==> src/rtl/line_pixel_stepper.sv <==
// Bresenham minor-axis stepper: turns a stream of major-axis x beats into registered pixels.
// Optional screen clipping is compiled in with `define LINE_PIXEL_STEPPER_CLIP_EN.
module line_pixel_stepper #(
  parameter int unsigned WIDTH    = 13,
  parameter int unsigned SCREEN_W = 640,
  parameter int unsigned SCREEN_H = 480
) (
  input  logic             clk_i,
  input  logic             reset_i,
  input  logic             start_i,
  input  logic [WIDTH-1:0] dx_i,
  input  logic [WIDTH-1:0] dy_i,
  input  logic [WIDTH-1:0] y0_i,
  input  logic             ystep_neg_i,
  input  logic             steep_i,
  input  logic [WIDTH-1:0] x_in_i,
  input  logic             x_valid_i,
  input  logic             x_last_i,
  output logic             x_ready_o,
  output logic [WIDTH-1:0] pix_x_o,
  output logic [WIDTH-1:0] pix_y_o,
  output logic             pix_valid_o,
  input  logic             pix_ready_i,
  output logic             done_o
);

  // Screen extents must be representable as positive signed coordinates.
  if (SCREEN_W >= (1 << (WIDTH - 1)) || SCREEN_H >= (1 << (WIDTH - 1))) begin : g_bad_screen
    $error("SCREEN_W/SCREEN_H do not fit the signed coordinate width");
  end

  typedef enum logic [1:0] {StIdle, StRun, StFlush, StDone} state_e;

  state_e                  state_q, state_d;
  logic [WIDTH-1:0]        dx_q, dx_d;
  logic [WIDTH-1:0]        dy_q, dy_d;
  logic [WIDTH-1:0]        y_q, y_d;
  logic signed [WIDTH:0]   err_q, err_d;
  logic                    ystep_neg_q, ystep_neg_d;
  logic                    steep_q, steep_d;
  logic [WIDTH-1:0]        pix_x_q, pix_x_d;
  logic [WIDTH-1:0]        pix_y_q, pix_y_d;
  logic                    pix_valid_q, pix_valid_d;

  logic                    x_ready;
  logic                    accept;
  logic                    emit;
  logic signed [WIDTH:0]   err_e;
  logic [WIDTH-1:0]        cand_x, cand_y;

`ifdef LINE_PIXEL_STEPPER_CLIP_EN
  localparam logic signed [WIDTH:0] ScreenW = (WIDTH + 1)'(SCREEN_W);
  localparam logic signed [WIDTH:0] ScreenH = (WIDTH + 1)'(SCREEN_H);

  logic signed [WIDTH:0] sx, sy;

  always_comb begin
    sx   = {cand_x[WIDTH-1], cand_x};
    sy   = {cand_y[WIDTH-1], cand_y};
    emit = !sx[WIDTH] && (sx < ScreenW) && !sy[WIDTH] && (sy < ScreenH);
  end
`else
  assign emit = 1'b1;
`endif

  always_comb begin
    state_d     = state_q;
    dx_d        = dx_q;
    dy_d        = dy_q;
    y_d         = y_q;
    err_d       = err_q;
    ystep_neg_d = ystep_neg_q;
    steep_d     = steep_q;
    pix_x_d     = pix_x_q;
    pix_y_d     = pix_y_q;
    pix_valid_d = pix_valid_q;

    x_ready = (state_q == StRun) && (!pix_valid_q || pix_ready_i);
    accept  = x_ready && x_valid_i;
    err_e   = err_q - $signed({1'b0, dy_q});
    cand_x  = steep_q ? y_q : x_in_i;
    cand_y  = steep_q ? x_in_i : y_q;

    if (pix_valid_q && pix_ready_i) begin
      pix_valid_d = 1'b0;
    end

    if (accept) begin
      pix_x_d     = cand_x;
      pix_y_d     = cand_y;
      pix_valid_d = emit;
      if (err_e[WIDTH]) begin
        y_d   = ystep_neg_q ? y_q - 1'b1 : y_q + 1'b1;
        err_d = err_e + $signed({1'b0, dx_q});
      end else begin
        err_d = err_e;
      end
    end

    unique case (state_q)
      StIdle: begin
        if (start_i) begin
          state_d     = StRun;
          dx_d        = dx_i;
          dy_d        = dy_i;
          ystep_neg_d = ystep_neg_i;
          steep_d     = steep_i;
          y_d         = y0_i;
          err_d       = $signed({2'b00, dx_i[WIDTH-1:1]});
        end
      end
      StRun: begin
        if (accept && x_last_i) state_d = StFlush;
      end
      StFlush: begin
        if (!pix_valid_q || pix_ready_i) state_d = StDone;
      end
      StDone: begin
        state_d = StIdle;
      end
      default: state_d = StIdle;
    endcase
  end

  always_ff @(posedge clk_i or posedge reset_i) begin
    if (reset_i) begin
      state_q     <= StIdle;
      dx_q        <= '0;
      dy_q        <= '0;
      y_q         <= '0;
      err_q       <= '0;
      ystep_neg_q <= 1'b0;
      steep_q     <= 1'b0;
      pix_x_q     <= '0;
      pix_y_q     <= '0;
      pix_valid_q <= 1'b0;
    end else begin
      state_q     <= state_d;
      dx_q        <= dx_d;
      dy_q        <= dy_d;
      y_q         <= y_d;
      err_q       <= err_d;
      ystep_neg_q <= ystep_neg_d;
      steep_q     <= steep_d;
      pix_x_q     <= pix_x_d;
      pix_y_q     <= pix_y_d;
      pix_valid_q <= pix_valid_d;
    end
  end

  assign x_ready_o   = x_ready;
  assign pix_x_o     = pix_x_q;
  assign pix_y_o     = pix_y_q;
  assign pix_valid_o = pix_valid_q;
  assign done_o      = (state_q == StDone);

endmodule
==> config.mk <==
export PLATFORM = sky130hd
export DESIGN_NAME = line_pixel_stepper
export DESIGN_NICKNAME = d
export VERILOG_FILES = /design/src/rtl/line_pixel_stepper.sv
export SDC_FILE = /design/constraint.sdc
export NUM_CORES = 1
export LEC_CHECK = 0
export BUFFER_PORTS_ARGS = -buffer_cell sky130_fd_sc_hd__clkbuf_2
export CAP_MARGIN = 10
export CORE_MARGIN = 10
export CORE_UTILIZATION = 52
export CTS_BUF_LIST = sky130_fd_sc_hd__clkbuf_16
export DETAILED_ROUTE_END_ITERATION = 12
export GPL_TIMING_DRIVEN = 0
export HOLD_SLACK_MARGIN = 0.08
export MAX_ROUTING_LAYER = met4
export PLACE_DENSITY = 0.77
export SLEW_MARGIN = 20
export SYNTH_ARGS = -nofsm -noshare
export SYNTH_HDL_FRONTEND = slang
export SYNTH_SLANG_ARGS = --single-unit
==> constraint.sdc <==
create_clock -name clk_i -period 3.5 [get_ports clk_i]
set_input_delay 0.525 -clock clk_i [delete_from_list [all_inputs] [get_ports clk_i]]
set_output_delay 0.525 -clock clk_i [all_outputs]
set_load 0.02 [all_outputs]
==> impl_metrics.csv <==
group,metric,value,unit
synth,syn_nets,716,
global_route,grt_antenna_before_repair,0,
floorplan,dieArea,15100,µm²
drt,drtAntennaViolNets,0,
drt,dr.pass1.iters,5,
clock_network,clock_path_buffers,2,
synth,ys_types,54,
layout,design_area,6700,µm²
layout,finalNonFillerCells,859,
synth,netlist_area,5520,µm²
synth,synthArstFlopShare,100,%
timing,rsz0062_at_grt,"true",
setup_path,end_kind,"flip-flop",
timing,fin_crit,3490,ps
synth,synth_cells,610,
setup_path,arrival,3740,ps
layout,fillerInstances,821,
clock_network,insertion_delay,350,ps
clock_network,numCtsBuffers,9,
drt,wl_per_cell,17.8,µm
global_route,grt_pass1_wl,24500,µm
flow_run,cap_violations,0,
drt,first_iter_violations,502,
synth,synth-main-ff-cell,"dfrtp_1",
placement,pre_cts_ws,-300,ps
layout,n_antenna_cell,0,
drt,routed_wl,15300,µm
placement,io_buffers,88,
clock_network,clk_pin_slew,70,ps
placement,place_area,6150,µm²
layout,nets,824,
clock_network,clkSinkCount,84,
floorplan,core.rowCount,37,
timing,fin_ws,14.9,ps
timing,finalHoldViolCount,0,
timing,min_period_over_period,99.6,%
setup_path,worstPathRequired,3760,ps
outcome,status,"finished, final reports clean",
drt,drc,0,
timing,fmax,287,MHz
placement,dp.cells,835,
clock_network,cts_tree,"done",
synth,synth_top_area_share,38.1,%
floorplan,io_pins,89,
worst_hold_path,min_path_type,"input port to async pin",
timing,worst_slew_pin_slew,775,ps
layout,regArea,2100,µm²
synth,yosysTopAreaCell,"dfrtp_1",
synth,synthTopCellsByArea,"dfrtp_1 (38%), ha_1 (9.7%), mux2i_1 (8.3%)",
clock_network,clockRootBuffer,"clkbuf_16",
timing,worst_clock_skew,8.65,ps
synth,synth_warnings,0,
timing,slew_violations,0,
layout,multi_input_area,3330,µm²
global_route,grt_use_total,20.6,%
floorplan,coreArea,10300,µm²
placement,gp_congestion,0.924,
setup_path,regToRegSetupSlack,10,ps
floorplan,die_height,123,µm
placement,dp_hpwl,11200,µm
floorplan,start_util,53.5,%
setup_path,cp-start-kind,"flip-flop",
synth,synth_edf_count,0,
drt,dr_total_vias,4992,
synth,ys_seq_area_share,38.1,%
layout,area_growth,21.4,%
timing,setup_viol,0,
synth,avgSynthCellArea,9.05,µm²
setup_path,path_class,"flip-flop to flip-flop",
clock_network,htreeDepth,3,
global_route,grt_max_degree,44,
clock_network,cts_hold_buf,0,
global_route,grt_remaining_overflow,0,
setup_path,cp_max_fo,4,
floorplan,die_x,123,µm
synth,yosys_register_bits,84,
layout,layout-drive-gt1-share,18.9,%
drt,vias_per_cell,5.81,
global_route,grt_pass1_vias,5139,
timing,relSlewSlack,48.3,%
-- synthesized netlist by cell type, types with 2 or more instances --
library cell,instances
a2111oi_0,3
dfrtp_1,84
nand2_1,88
and2_1,5
o31ai_1,6
nor3b_1,4
clkbuf_1,17
a31oi_1,4
o21ai_0,44
o21bai_1,2
ha_1,43
and3_1,9
or3_1,2
o211ai_1,14
or4_1,2
xor2_1,6
xnor2_1,19
a21o_1,11
o31a_1,4
a21boi_0,2
a211oi_1,4
fa_1,3
buf_4,2
o21a_1,6
nand3_1,6
mux2i_1,46
nand2b_1,6
a21oi_1,46
nor2b_1,9
a211o_1,2
nor2_1,49
nor3_1,13
buf_1,2
nand4_1,2
inv_1,26
-- critical path, stage by stage, from the launching register on --
cell and delay, ps:
dfrtp_1 390, inv_2 70, ha_4 130, fa_2 210, nor2b_2 50, o31a_1 280, o211a_1 240, or2_4 260
a211o_1 290, and2_4 170, ha_4 240, a21o_1 180, or4_1 470, o211ai_1 130, mux2i_1 110, o211ai_1 170
-- registers in the layout, indices dropped and copies added, names as in the netlist, 2 cells and up --
register,flops
pix_x_o,13
dy_q,13
state_q,2
y_q,13
dx_q,13
err_q,14
pix_y_o,13
-- kinds of logic (layout without fill, tap and decap cells) --
group / count (synthesis) / in the layout / share of synthesized area [%]
AOI/OAI and AO/OA: 161 / 161 / 18.7
xor gates and xnor gates: 25 / 25 / 3.97
adders and majority gates: 46 / 46 / 10.8
buffers and inverters: 48 / 161 / 3.53
muxes: 47 / 47 / 8.54
DFF: 84 / 84 / 38.1
and+or+nand+nor: 199 / 199 / 16.4
-- stage by stage --
step / utilization (%) / TNS (ps) / hold WS [ps]
CTS: 64.4 / -73.9 / 260
global route: 64.9 / -140 / 291
floorplan: - / 0 / 452
global placement: 59.4 / -14670 / 473
finish: 64.9 / 0 / 222
detailed placement: 59.6 / -413 / 470
-- layout make-up --
type                       count  area share [%]
inverter                      26            1.49
buffer                        22            1.46
multi-input combinational    478            49.6
clock buffer                   9            3.36
clock inverter                 7            2.43
sequential                    84            31.4
tap                          136            2.54
timing repair buffer          97            7.76
-- placed cells by master, fill, tap and decap left out, drive strengths merged, types with 2 or more instances in the layout --
| cell type | count |
|---|---|
| a2111oi | 3 |
| a211o | 2 |
| a211oi | 5 |
| a21boi | 2 |
| a21o | 11 |
| a21oi | 46 |
| a31oi | 4 |
| and2 | 5 |
| and3 | 9 |
| buf | 14 |
| bufinv | 5 |
| clkbuf | 114 |
| clkinv | 2 |
| dfrtp | 84 |
| fa | 3 |
| ha | 43 |
| inv | 26 |
| mux2i | 46 |
| nand2 | 88 |
| nand2b | 6 |
| nand3 | 6 |
| nand4 | 3 |
| nor2 | 49 |
| nor2b | 9 |
| nor3 | 13 |
| nor3b | 4 |
| o211ai | 14 |
| o21a | 6 |
| o21ai | 44 |
| o21bai | 2 |
| o31a | 4 |
| o31ai | 6 |
| or3 | 2 |
| or4 | 2 |
| xnor2 | 19 |
| xor2 | 6 |
-- final timing paths --
path / endpoint / depth (start not counted) / startpoint
worst max-delay path: err_q[11]$_DFF_PP0_ / 15 / err_q[0]$_DFF_PP0_
worst min-delay path: pix_x_o[11]$_DFFE_PP0P_ / 2 / reset_i
worst max register to register: err_q[11]$_DFF_PP0_ / 15 / err_q[0]$_DFF_PP0_
worst min register to register: dx_q[6]$_DFFE_PP0P_ / 2 / dx_q[6]$_DFFE_PP0P_
max in group asynchronous: y_q[1]$_DFF_PP0_ / 3 / reset_i
min in group clk_i: dx_q[0]$_DFFE_PP0P_ / 3 / dx_i[0]
-- routing by layer --
layer	track usage [%]	vias up	wire length, µm
met2	35.0	179	7490
met3	4.19	25	1130
li1	-	2390	-
met1	23.9	2398	6390
met5	-	-	0
met4	6.48	0	273
-- timing repair --
action / CTS / global route
gates resized for setup: 14 / 8
cloned: 0 / 0
buffers inserted: 4 / 4
endpoints found under the setup margin: 3 / 6
pin swaps: 10 / 9
Power is left out: the tool's default activity adds up to more than one toggle a clock period on the data nets, which glitch-free logic cannot reach.
